### src/rtl/usb_packet_tx_if.sv
// usb_packet_tx_if: request, payload and line bundle for the packet serializer.
// master = device core side, slave = usb_packet_tx.
interface usb_packet_tx_if;
    logic        checkData;
    logic        sendStart;
    logic [3:0]  sendPid;
    logic        sendHasData;
    logic [6:0]  sendLen;
    logic [7:0]  dataByte;
    logic        dataValid;
    logic        dataReady;
    logic        OE;
    logic        dPlus;
    logic        dMinus;
    logic        busy;
    logic        txDone;
    logic        txError;
    logic [15:0] crcOut;

    modport master (
        output checkData, sendStart, sendPid, sendHasData, sendLen,
        output dataByte, dataValid,
        input  dataReady, OE, dPlus, dMinus, busy, txDone, txError, crcOut
    );

    modport slave (
        input  checkData, sendStart, sendPid, sendHasData, sendLen,
        input  dataByte, dataValid,
        output dataReady, OE, dPlus, dMinus, busy, txDone, txError, crcOut
    );
endinterface

### src/rtl/usb_packet_tx.sv
// usb_packet_tx: full-speed USB packet serializer.
// SYNC, PID, payload and CRC16 with bit stuffing and NRZI, then EOP.
module usb_packet_tx (
    input  logic           useClk,
    input  logic           reset,
    usb_packet_tx_if.slave bus
);
    typedef enum logic [2:0] {IDLE, SYNC, PID, DATA, CRC, EOP} txState_t;

    txState_t    state, stateNext;
    logic [3:0]  pidReg;
    logic        hasData;
    logic [6:0]  lenReg, accCnt, sentCnt;
    logic [7:0]  shiftReg, holdReg, loadVal;
    logic        holdFull;
    logic [2:0]  bitIdx, onesCnt;
    logic [1:0]  eopCnt;
    logic [15:0] crcReg, crcNext, crcFinal, crcOutReg;
    logic        crcHi, abortReg;
    logic        oeReg, dpReg, dmReg, busyReg, doneReg, errReg;
    logic        bitPhase, stuffNow, sendBit, lastBit, eopStep;
    logic        ready, xfer;
    logic        loadEn, takeHold, abort, enterCrc;

    assign bitPhase = (state == SYNC) || (state == PID) ||
                      (state == DATA) || (state == CRC);
    // A due stuff bit is still owed when the last field ends.
    assign stuffNow = bus.checkData && onesCnt == 3'd6 &&
                      (bitPhase || (state == EOP && eopCnt == 2'd0));
    assign sendBit  = bus.checkData && bitPhase && !stuffNow;
    assign lastBit  = sendBit && bitIdx == 3'd7;
    assign eopStep  = bus.checkData && state == EOP && !stuffNow;
    assign ready    = !holdFull && hasData && accCnt < lenReg &&
                      (state == PID || state == DATA);
    assign xfer     = ready && bus.dataValid;
    assign crcNext  = {1'b0, crcReg[15:1]} ^
                      ((crcReg[0] ^ shiftReg[0]) ? 16'hA001 : 16'h0000);
    assign crcFinal = (state == DATA) ? crcNext : crcReg;

    assign bus.dataReady = ready;
    assign bus.OE        = oeReg;
    assign bus.dPlus     = dpReg;
    assign bus.dMinus    = dmReg;
    assign bus.busy      = busyReg;
    assign bus.txDone    = doneReg;
    assign bus.txError   = errReg;
    assign bus.crcOut    = crcOutReg;

    // State register.
    always_ff @(posedge useClk) begin
        if (reset) state <= IDLE;
        else       state <= stateNext;
    end

    // Next state and the byte to load at each byte boundary.
    always_comb begin
        stateNext = state;
        loadEn    = 1'b0;
        loadVal   = 8'h00;
        takeHold  = 1'b0;
        abort     = 1'b0;
        enterCrc  = 1'b0;
        unique case (state)
            IDLE: if (bus.sendStart) stateNext = SYNC;
            SYNC: if (lastBit) begin
                loadEn    = 1'b1;
                loadVal   = {~pidReg, pidReg};
                stateNext = PID;
            end
            PID: if (lastBit) begin
                if (!hasData) begin
                    stateNext = EOP;
                end else if (lenReg == 7'd0) begin
                    loadEn    = 1'b1;
                    loadVal   = ~crcFinal[7:0];
                    enterCrc  = 1'b1;
                    stateNext = CRC;
                end else if (holdFull) begin
                    loadEn    = 1'b1;
                    loadVal   = holdReg;
                    takeHold  = 1'b1;
                    stateNext = DATA;
                end else begin
                    abort     = 1'b1;
                    stateNext = EOP;
                end
            end
            DATA: if (lastBit) begin
                if (sentCnt + 7'd1 == lenReg) begin
                    loadEn    = 1'b1;
                    loadVal   = ~crcFinal[7:0];
                    enterCrc  = 1'b1;
                    stateNext = CRC;
                end else if (holdFull) begin
                    loadEn    = 1'b1;
                    loadVal   = holdReg;
                    takeHold  = 1'b1;
                end else begin
                    abort     = 1'b1;
                    stateNext = EOP;
                end
            end
            CRC: if (lastBit) begin
                if (!crcHi) begin
                    loadEn  = 1'b1;
                    loadVal = ~crcReg[15:8];
                end else begin
                    stateNext = EOP;
                end
            end
            EOP: if (eopStep && eopCnt == 2'd3) stateNext = IDLE;
            default: stateNext = IDLE;
        endcase
    end

    // Packet fields, payload buffering, bit engine and line drivers.
    always_ff @(posedge useClk) begin
        if (reset) begin
            pidReg    <= 4'h0;
            hasData   <= 1'b0;
            lenReg    <= 7'd0;
            accCnt    <= 7'd0;
            sentCnt   <= 7'd0;
            shiftReg  <= 8'h00;
            holdReg   <= 8'h00;
            holdFull  <= 1'b0;
            bitIdx    <= 3'd0;
            onesCnt   <= 3'd0;
            eopCnt    <= 2'd0;
            crcReg    <= 16'hFFFF;
            crcOutReg <= 16'h0000;
            crcHi     <= 1'b0;
            abortReg  <= 1'b0;
            oeReg     <= 1'b0;
            dpReg     <= 1'b1;
            dmReg     <= 1'b0;
            busyReg   <= 1'b0;
            doneReg   <= 1'b0;
            errReg    <= 1'b0;
        end else begin
            doneReg <= 1'b0;
            errReg  <= 1'b0;
            if (state == IDLE && bus.sendStart) begin
                pidReg   <= bus.sendPid;
                hasData  <= bus.sendHasData;
                lenReg   <= bus.sendLen;
                accCnt   <= 7'd0;
                sentCnt  <= 7'd0;
                shiftReg <= 8'h80;
                holdFull <= 1'b0;
                bitIdx   <= 3'd0;
                onesCnt  <= 3'd0;
                eopCnt   <= 2'd0;
                crcReg   <= 16'hFFFF;
                crcHi    <= 1'b0;
                abortReg <= 1'b0;
                busyReg  <= 1'b1;
            end
            if (xfer) begin
                holdReg  <= bus.dataByte;
                holdFull <= 1'b1;
                accCnt   <= accCnt + 7'd1;
            end
            if (takeHold) holdFull <= 1'b0;
            if (stuffNow || (sendBit && !shiftReg[0])) begin
                dpReg <= dmReg;
                dmReg <= dpReg;
            end
            if (stuffNow) begin
                oeReg   <= 1'b1;
                onesCnt <= 3'd0;
            end
            if (sendBit) begin
                oeReg    <= 1'b1;
                onesCnt  <= shiftReg[0] ? onesCnt + 3'd1 : 3'd0;
                shiftReg <= loadEn ? loadVal : {1'b0, shiftReg[7:1]};
                bitIdx   <= bitIdx + 3'd1;
                if (state == DATA) crcReg <= crcNext;
                if (state == DATA && lastBit) sentCnt <= sentCnt + 7'd1;
                if (state == CRC && loadEn) crcHi <= 1'b1;
            end
            if (abort) abortReg <= 1'b1;
            if (enterCrc) crcOutReg <= ~crcFinal;
            if (eopStep) begin
                eopCnt <= eopCnt + 2'd1;
                unique case (eopCnt)
                    2'd0, 2'd1: begin
                        dpReg <= 1'b0;
                        dmReg <= 1'b0;
                    end
                    2'd2: begin
                        dpReg <= 1'b1;
                        dmReg <= 1'b0;
                    end
                    default: begin
                        oeReg   <= 1'b0;
                        busyReg <= 1'b0;
                        doneReg <= !abortReg;
                        errReg  <= abortReg;
                    end
                endcase
            end
        end
    end
endmodule

### src/flat_wrapper.sv
// flat-port wrapper written by rule: the top's interface ports become plain ports
module usb_packet_tx_flat 
  (useClk, reset, bus_checkData, bus_sendStart, bus_sendPid, bus_sendHasData, bus_sendLen, bus_dataByte, bus_dataValid, bus_dataReady, bus_OE, bus_dPlus, bus_dMinus, bus_busy, bus_txDone, bus_txError, bus_crcOut);
  usb_packet_tx_if bus_i ();
  input  logic useClk;
  input  logic reset;
  input wire logic [$bits(bus_i.checkData)-1:0] bus_checkData;
  input wire logic [$bits(bus_i.sendStart)-1:0] bus_sendStart;
  input wire logic [$bits(bus_i.sendPid)-1:0] bus_sendPid;
  input wire logic [$bits(bus_i.sendHasData)-1:0] bus_sendHasData;
  input wire logic [$bits(bus_i.sendLen)-1:0] bus_sendLen;
  input wire logic [$bits(bus_i.dataByte)-1:0] bus_dataByte;
  input wire logic [$bits(bus_i.dataValid)-1:0] bus_dataValid;
  output wire logic [$bits(bus_i.dataReady)-1:0] bus_dataReady;
  output wire logic [$bits(bus_i.OE)-1:0] bus_OE;
  output wire logic [$bits(bus_i.dPlus)-1:0] bus_dPlus;
  output wire logic [$bits(bus_i.dMinus)-1:0] bus_dMinus;
  output wire logic [$bits(bus_i.busy)-1:0] bus_busy;
  output wire logic [$bits(bus_i.txDone)-1:0] bus_txDone;
  output wire logic [$bits(bus_i.txError)-1:0] bus_txError;
  output wire logic [$bits(bus_i.crcOut)-1:0] bus_crcOut;
  assign bus_i.checkData = bus_checkData;
  assign bus_i.sendStart = bus_sendStart;
  assign bus_i.sendPid = bus_sendPid;
  assign bus_i.sendHasData = bus_sendHasData;
  assign bus_i.sendLen = bus_sendLen;
  assign bus_i.dataByte = bus_dataByte;
  assign bus_i.dataValid = bus_dataValid;
  assign bus_dataReady = bus_i.dataReady;
  assign bus_OE = bus_i.OE;
  assign bus_dPlus = bus_i.dPlus;
  assign bus_dMinus = bus_i.dMinus;
  assign bus_busy = bus_i.busy;
  assign bus_txDone = bus_i.txDone;
  assign bus_txError = bus_i.txError;
  assign bus_crcOut = bus_i.crcOut;
  usb_packet_tx u_core (.useClk(useClk), .reset(reset), .bus(bus_i));
endmodule
### config.mk
export PLATFORM = sky130hd
export DESIGN_NAME = usb_packet_tx_flat
export DESIGN_NICKNAME = d
export VERILOG_FILES = /design/src/rtl/usb_packet_tx_if.sv /design/src/rtl/usb_packet_tx.sv /design/src/flat_wrapper.sv
export SDC_FILE = /design/constraint.sdc
export NUM_CORES = 1
export LEC_CHECK = 0
export CAP_MARGIN = 25
export CORE_UTILIZATION = 45
export CTS_CLUSTER_SIZE = 16
export DETAILED_ROUTE_END_ITERATION = 12
export PLACE_DENSITY = 0.67
export RECOVER_POWER = 25
export SYNTH_ARGS = -nofsm -noshare
export SYNTH_HDL_FRONTEND = slang
export SYNTH_SLANG_ARGS = --single-unit
### constraint.sdc
create_clock -name useClk -period 4.85 [get_ports useClk]
set_input_delay 1.2125 -clock useClk [delete_from_list [all_inputs] [get_ports useClk]]
set_output_delay 1.2125 -clock useClk [all_outputs]
set_load 0.005 [all_outputs]
# Word-level counts from Yosys, hierarchy flattened
# Index checks and enable logic that the tools add are counted.
# totals
reg_bits	94
in_bits	25
wordCells	185
output_inout_bits	23
# op_classes
n_reduce_logical	40
mux	91
n_eq_ne	19
magnitude_cmp	1
n_addsub	5
n_bitwise	7
# op_table
cell	count
two-way mux 8 bit	12
two-way mux 16 bit	5
two-way mux 3 bit	17
two-way mux 1 bit	43
two-way mux 7 bit	5
case mux 8 bit (4 select lines)	1
case mux 3 bit (6 select lines)	1
logical AND 1 bit	17
NOT 16 bit	1
NOT 8 bit	2
XOR 15 x 16 -> 16 bit	1
adder 7 x 1 -> 7 bit (second input constant)	2
equality test 3 bit (second input constant)	4
!= test 2 x 1 -> 1 bit (second input constant)	5
case mux 1 bit (2 select lines)	4
AND reduction 8 bit	1
nonzero test 2 bit	4
equality test 7 bit	1
zero test 7 bit	1
less-than comparator 7 bit	1
adder 3 x 1 -> 3 bit (second input constant)	2
equality test 3 x 2 -> 1 bit (second input constant)	2
logical OR 1 bit	6
OR reduction 5 bit	1
other kinds (17)	24

# Longest topological paths before layout
# depth
word_depth	14
ltp_mapped	12
mapped_depth_nobuf	9

# Worst setup path after synthesis
# No wires, ideal clock.
# synth_path
path_kind	input to register
startpoint	input bus_checkData
endpoint	register u_core.shiftReg[1]
stages	9
n_path_buf	3
path_slack_ps	2195
required_ps	4728
setup_time_ps	122
t_arrival_ps	2533
path_cell_list	a21boi_1 > and3_1 > buf_2 > and2_1 > buf_4 > buf_6 > nand3_1 > a31oi_1 > a221o_1
# synth_between
elab_chain_cells	9
elab_cells_between_ends	19
cone_classes	mux (12); reduce/logical (7)
# synth_rtl
element	line_no	rtl
from (decl)	flat_wrapper.sv:7	input wire logic [$bits(bus_i.checkData)-1:0] bus_checkData;
logical AND 1 bit (2 in a row)	usb_packet_tx.sv:28	assign stuffNow = bus.checkData && onesCnt == 3'd6 &&
zero test 1 bit	usb_packet_tx.sv:30	assign sendBit = bus.checkData && bitPhase && !stuffNow;
logical AND 1 bit *	usb_packet_tx.sv:30	
logical AND 1 bit	usb_packet_tx.sv:31	assign lastBit = sendBit && bitIdx == 3'd7;
two-way mux 8 bit (tied with other cells)	usb_packet_tx.sv:103	CRC: if (lastBit) begin
case mux 8 bit (4 select lines) / case mux 1 bit (4 select lines) (equally long branches)	usb_packet_tx.sv:63	unique case (state)
two-way mux 8 bit	usb_packet_tx.sv:176	shiftReg <= loadEn ? loadVal : {1'b0, shiftReg[7:1]};
two-way mux 8 bit	usb_packet_tx.sv:173	if (sendBit) begin
to (signal assigned)	usb_packet_tx.sv:176	
to (decl)	usb_packet_tx.sv:14	logic [7:0] shiftReg, holdReg, loadVal;
# Every way passes the cells marked *; elsewhere a longest branch is shown, timed or not.
# A chain may end at the register's enable or synchronous reset.

# Final worst setup path
# layout_path
startpoint	input bus_sendStart
endpoint	register u_core.state[1]
# layout_between
elab_chain_cells	2
# layout_rtl
element	line_no	rtl
from (decl)	flat_wrapper.sv:8	input wire logic [$bits(bus_i.sendStart)-1:0] bus_sendStart;
!= test 2 bit (no source line)	n/a	
AND reduction 8 bit (no source line)	n/a	
to (signal assigned)	usb_packet_tx.sv:52	else state <= stateNext;
to (decl)	usb_packet_tx.sv:10	txState_t state, stateNext;
# No other way between the ends.

==> qor.yml <==
outcome: "finished, violations left"
failed_checks: "capacitance limit, slew limit"
gp_congestion: 0.880
drt_wl_total_mm: 12.2
synthFlopType: "dfxtp_1"
rows: 38
min_period_over_period: 0.796
min_path_cells: 2
avgRoutedWirePerCell_microns: 15.7
drv_cap: 1
port_buffers: 47
drive_gt1_frac: 0.0609
skew_ns: 0.0110
grt_pass1_vias: 4220
ys_ff_latch: 94
period_minus_slack_ns: 3.86
grt.overflow.total: 0
core-area_sq_um: 10800
fin_ws_ns: 0.990
yosys.area.top_type: "dfxtp_1"
setup_tns_ns: 0
vias: 4452
ys.warnings.count: 0
clk_pin_slew_ns: 0.09
fin_hold_ws_ns: 0.457
hold_violations: 0
hold_buffers: 0
max_freq_mhz: 259
async_reset_ff_frac: 0
worst_path_largest_cell_delay_ns: 1.45
start_util: 0.463
end_kind: "flip-flop"
grt_max_degree: 52
worstSkewPairLatency_ns: 0.38
place_ws_ns: 1.02
yosysMostFrequentCell: "dfxtp_1"
synthTopCellsByArea: "dfxtp_1, mux2i_1, nand2_1, nor2_1, a21oi_1"
cp-start-kind: "input port"
syn_area_sq_um: 5020
die_area_sq_um: 11600
nets: 678
worst_pin_slew_ns: 1.86
cts_tree: "done"
grt_pass1_wl_mm: 20.3
rsz0062_at_grt: "no"
holdCritPathClass: "flip-flop to flip-flop"
dp.cells: 764
place_hpwl_mm: 8.58
io_pins: 48
worst_ep_required_time_ns: 5.09
synth_cell_types: 63
drtAntennaViolNets: 0
htreeDepth: 3
worst_r2r_path_depth: 6
power_density_nw_per_um2: 255
ys_seq_area_frac: 0.375
diodes: 0
vias_per_cell: 5.71
netlist_instances: 609
ir_drop_mv: 0.146
crit_chain: "dlygate4sd3_1 > nor4b_1 > buf_6 > a311oi_1 > a31oi_1 > o211a_1 > nor3_1"
cts.sinks: 94
drt_iter0_markers: 348
syn_avg_cell_area_sq_um: 8.24
drc: 0
cts_buffer_depth: 2
arrival_ns: 4.10
cts_root_buffer: "clkbuf_8"
leakage_nw: 2.32
post-cts-setup-buffers: 0
worstPathMaxFanout: 10
setup_viol: 0
cts_resized: 0
synth_common_cells: "dfxtp_1, nand2_1, nor2_1"
slew_violations: 11
grt.total_usage: 0.225
numCtsBuffers: 9
maxSlewHeadroom: -0.255
worst-setup-path-type: "input port to flip-flop"
cpMaxStageDelayCell: "nor4b_1"
syn-num-nets: 650
synth_top_area_frac: 0.375
syn2layout_area_growth_pct: 14.2
dr.pass1.iters: 5
p_total_w: 0.00146
synth_edf_count: 0
die_w_microns: 108
die_h_microns: 108
antenna_found_initial: 0
final_cells: 780
-- final timing paths --
| path | from | to | slack (ns) |
|---|---|---|---|
| worst max-delay path | bus_sendStart | u_core.state[1] | 0.99 |
| worst max register to register | u_core.state[0] | u_core.state[1] | 1.55 |
| worst min register to register | u_core.bus.crcOut[13] | u_core.bus.crcOut[13] | 0.46 |
| worst min-delay path | u_core.bus.crcOut[13] | u_core.bus.crcOut[13] | 0.46 |
-- final cells by class --
cell class                 instances  area, sq um
tap                              140          175
clock buffer                      13          159
multi-input combinational        461         2870
timing repair buffer              57          564
fill                            1040         5110
inverter                          14         52.6
clock inverter                     1         30.0
sequential                        94         1880
-- state kept, by name (all words and copies together), names as in the netlist, 3 cells and up --
signal,count
u_core.pidReg,4
u_core.state,3
u_core.onesCnt,3
u_core.bus.crcOut,16
u_core.bitIdx,3
u_core.holdReg,8
u_core.sentCnt,7
u_core.lenReg,7
u_core.crcReg,16
u_core.shiftReg,8
u_core.accCnt,7
-- cells in the final DEF, fill, tap and decap left out, types with 3 or more instances in the layout --
master	Yosys	final
o31a_1	3	3
dfxtp_1	94	94
nand4_1	10	10
o21ai_0	13	13
xnor2_1	13	13
a221o_1	14	14
or3_1	6	6
dlygate4sd3_1	0	24
clkbuf_8	0	11
nor3_1	24	24
and3_1	3	3
a31oi_1	12	12
nor2_1	73	73
ha_1	16	16
inv_1	13	13
a21oi_1	48	48
o21bai_1	15	15
nand2_1	76	76
nand2b_1	3	3
and2_1	5	4
buf_4	6	8
nor2b_1	6	6
a21o_1	4	4
o32a_1	4	4
clkdlybuf4s50_1	0	22
nand3_1	29	29
nor4_1	4	4
a22oi_1	6	6
a211o_1	5	5
mux2i_1	30	30
-- cells by family (layout without fill, tap and decap cells) --
logic type	count (synthesis)	in the layout	synth area share
adder cells (fa/ha/maj)	16	16	0.0399
buffers and inverters	54	85	0.0523
XOR/XNOR	16	16	0.0307
AND/OR/NAND/NOR	257	257	0.247
multiplexers	32	32	0.0643
AO/OA/AOI/OAI	140	140	0.191
flip-flops	94	94	0.375
-- power breakdown --
part | total, W | internal [W] | switching (W)
Clock | 0.000529 | 0.000262 | 0.000267
Combinational | 0.000135 | 0.0000586 | 0.0000765
Sequential | 0.000801 | 0.000783 | 0.0000179
Total | 0.00146 | 0.00110 | 0.000361
-- critical path: cells and delay by family --
kind / cells / cell delay, ns
AND/OR/NAND/NOR: 2 / 1.50
buffers and inverters: 2 / 0.82
AO/OA/AOI/OAI: 3 / 0.57
-- metal layers --
layer,vias up,global-route usage,routed length (microns),share of wire
met5,-,0,0,0
met1,2106,0.291,5700,0.47
met3,28,0.0387,452,0.037
li1,2223,-,-,-
met4,0,0.113,367,0.030
met2,95,0.358,5730,0.47
-- through the flow --
stage | util | instance area [sq um]
after global placement | 0.509 | 5520
final | 0.529 | 5730
after detailed placement | 0.509 | 5520
after floorplan | - | 5020
after global routing | 0.529 | 5730
after CTS | 0.527 | 5710
Note: power is estimated with default switching activity, not from simulation.
==> edit: new RTL, same flow settings <==
Reset style: asynchronous (`reset`), changed in 2 clocked blocks.
--- a/src/rtl/usb_packet_tx.sv
+++ b/src/rtl/usb_packet_tx.sv
@@ -48,5 +48,5 @@
 
     // State register.
-    always_ff @(posedge useClk) begin
+    always_ff @(posedge useClk or posedge reset) begin
         if (reset) state <= IDLE;
         else       state <= stateNext;
@@ -115,5 +115,5 @@
 
     // Packet fields, payload buffering, bit engine and line drivers.
-    always_ff @(posedge useClk) begin
+    always_ff @(posedge useClk or posedge reset) begin
         if (reset) begin
             pidReg    <= 4'h0;
Check against the original RTL: differs if reset is asserted again (counterexample within 4 cycles, from zero or initial values and one cycle with reset high); with reset held inactive, the same outputs for 10 cycles.
==> edit against the original RTL <==
Area after synthesis is 5.2% higher; wire length is 5.5% higher; design area rose by 7.2%; sequential cell count is the same; die area increased by 5.1%; critical path type is now reg2out; highest routed layer unchanged; the flow still finishes with violations (capacitance limit, slew limit); worst setup slack lost 0.14 ns.
Power is not compared: it rests on default switching activity, and its combinational part moved more than twofold at a synthesized area within 25%.
==> edit: results (changes against the original RTL) <==
{| class="wikitable"
! Metric !! Value
|-
| Cell depth of the worst flop-to-flop path || 7 (+1)
|-
| Data arrival time of the critical path || 2.79 ns (-1.31 ns)
|-
| Starting DRC count in detailed routing || 327 (-6.0%)
|-
| Proportion of synthesized chip area in sequential cells || 0.4495 (+0.07465)
|-
| Post-CTS setup-driven buffer insertion count || 0 (unchanged)
|-
| WHS Endpoint || u_core.bus.txDone
|-
| Net count after synthesis || 569 (-12%)
|-
| Peak supply drop || 270.1 µV
|-
| Number of clock buffers inserted by TritonCTS || 9 (unchanged)
|-
| Global-route wire length before repair || 20940 µm (+3.3%)
|-
| Register clock-pin slew on the reported worst setup and hold paths || 0.06 ns (-0.03 ns)
|-
| Count of input and output buffers || 47 (unchanged)
|-
| Beginning of the worst register-to-register path || u_core.state[0]
|-
| Number of antenna violations at the first check in global routing || 0 (unchanged)
|-
| Dominant cells by area after synthesis || dfrtp_1 36%, dfstp_2 8.5%, nand2_1 4.8%
|-
| Count of cells along the worst hold path || 1 (-1)
|-
| Final max-slew violation count || 45 (+34)
|-
| Overall Global Routing Usage || 0.2301 (+0.005534)
|-
| Number of search-and-repair iterations in the first detailed-routing pass || 5 (unchanged)
|-
| Share of post-route cells with drive strength above 1 || 0.1637 (+0.1028)
|-
| Register-to-register setup slack || 1.41 ns (-0.14 ns)
|-
| Worst min-delay path category || reg2reg
|-
| Switching part of the total || 0.3870
|-
| H-tree levels || 3 (unchanged)
|-
| Routability cong. || 0.8637 (-1.9%)
|-
| Min-Delay Startpoint || u_core.abortReg
|-
| Headroom to the max-slew limit || -0.3874 (-0.1324)
|-
| Clock Path Buffers || 2 (unchanged)
|-
| Post-cts resize count || 0 (unchanged)
|-
| Unique cell type count in the Yosys netlist || 72 (+14%)
|-
| Nets || 604 (-11%)
|-
| Commonest cells post-synth || 77 x dfrtp_1, 67 x nand2_1, 36 x nor2_1
|-
| Failing checks || capacitance limit, slew limit
|-
| Async set-or-reset flop fraction in the synthesized netlist || 1.000 (+1.000)
|-
| Cell area reported after detailed placement || 5842 µm² (+5.8%)
|-
| Final HPWL from detailed placement || 8923 µm (+4.0%)
|-
| Destination of the worst register-to-register timing path || u_core.shiftReg[0]
|-
| Via count of the first global-routing pass || 4034 (-4.4%)
|-
| Maximum number of pins on one net before global-route repair || 51 (-1.9%)
|-
| Result of the run || finished, violations left
|-
| Clock latency at the later pin of the worst-skew pair || 0.35 ns (-0.03 ns)
|-
| Worst Skew || 0.008213 ns (-0.002831 ns)
|-
| Vias || 4255 (-4.4%)
|-
| Routed wire length || 12920 µm (+5.5%)
|-
| Clock root cell || clkbuf_16
|-
| Syn. warnings || 0 (unchanged)
|-
| Diodes inserted || 0 (unchanged)
|-
| Leakage power || 0.002735 µW
|-
| CP Max Fanout || 6 (-4)
|-
| Max-cap violations || 1 (unchanged)
|}
-- edit: changes by cell type after synthesis, moves of 22 or more --
cell | before | now
dfxtp_1 | 94 | 0
nor2_1 | 73 | 36
dfrtp_1 | 0 | 77
a21oi_1 | 48 | 26
-- edit: critical path, cell delays in order (launching register included) --
cell and delay (ns):
dfrtp_1 0.44, ha_1 0.32, a21o_1 0.16, a21o_1 0.18, a211o_1 0.27, a2111oi_0 0.46
clkdlybuf4s50_1 0.60
-- edit: cell type report --
type                       instances  area [µm²]
fill                            1031        5274
multi-input combinational        380        2663
sequential                        94        2374
timing repair buffer              56       544.3
clock buffer                      11       242.7
tap                              143       178.9
inverter                          22       83.83
clock inverter                     5       58.81
-- edit: worst max-delay path by stage --
| stage | from | to |
|---|---|---|
| final | u_core.accCnt[4] | bus_dataReady |
| after global routing | u_core.lenReg[4] | bus_dataReady |
| after CTS | u_core.lenReg[4] | bus_dataReady |
| after detailed placement | bus_checkData | u_core.bus.crcOut[14] |
| after global placement | bus_checkData | u_core.bus.crcOut[11] |
| after floorplan | reset | u_core.abortReg |
-- edit: per-layer routing --
layer  part of all wire  track usage
met1               0.46       0.3203
met2               0.46       0.3518
met3              0.064      0.04762
met4              0.021      0.08741
met5                  0            0
-- edit: logic make-up (layout without fill, tap and decap cells) --
logic type,Yosys count,count (layout),synth area share
and+or+nand+nor,185,185,0.1799
AOI/OAI and AO/OA,124,124,0.1730
xor gates and xnor gates,15,15,0.02488
muxes,40,40,0.08862
buffers and inverters,54,94,0.04621
DFF,94,94,0.4495
adders and majority gates,16,16,0.03791
-- edit: through the flow --
step,std cells,utilization,total power (µW),setup slack [ns],hold slack (ns)
5_1_grt,711,0.5381,3536,0.6430,0.5024
3_3_place_gp,694,0.5116,2560,1.036,0.4487
6_report,711,0.5381,3311,0.8519,0.4694
2_1_floorplan,528,-,2232,1.217,0.4147
3_5_place_dp,694,0.5116,2597,0.9712,0.4659
4_1_cts,710,0.5380,3324,0.8303,0.4711
-- edit: power groups by stage --
stage               Clock [µW]  Combinational [µW]  Sequential (µW)
finish                     713                1210             1380
global route               766                1350             1420
CTS                        729                1210             1380
detailed placement           0                1210             1390
global placement             0                1180             1380
floorplan                    0                1000             1230
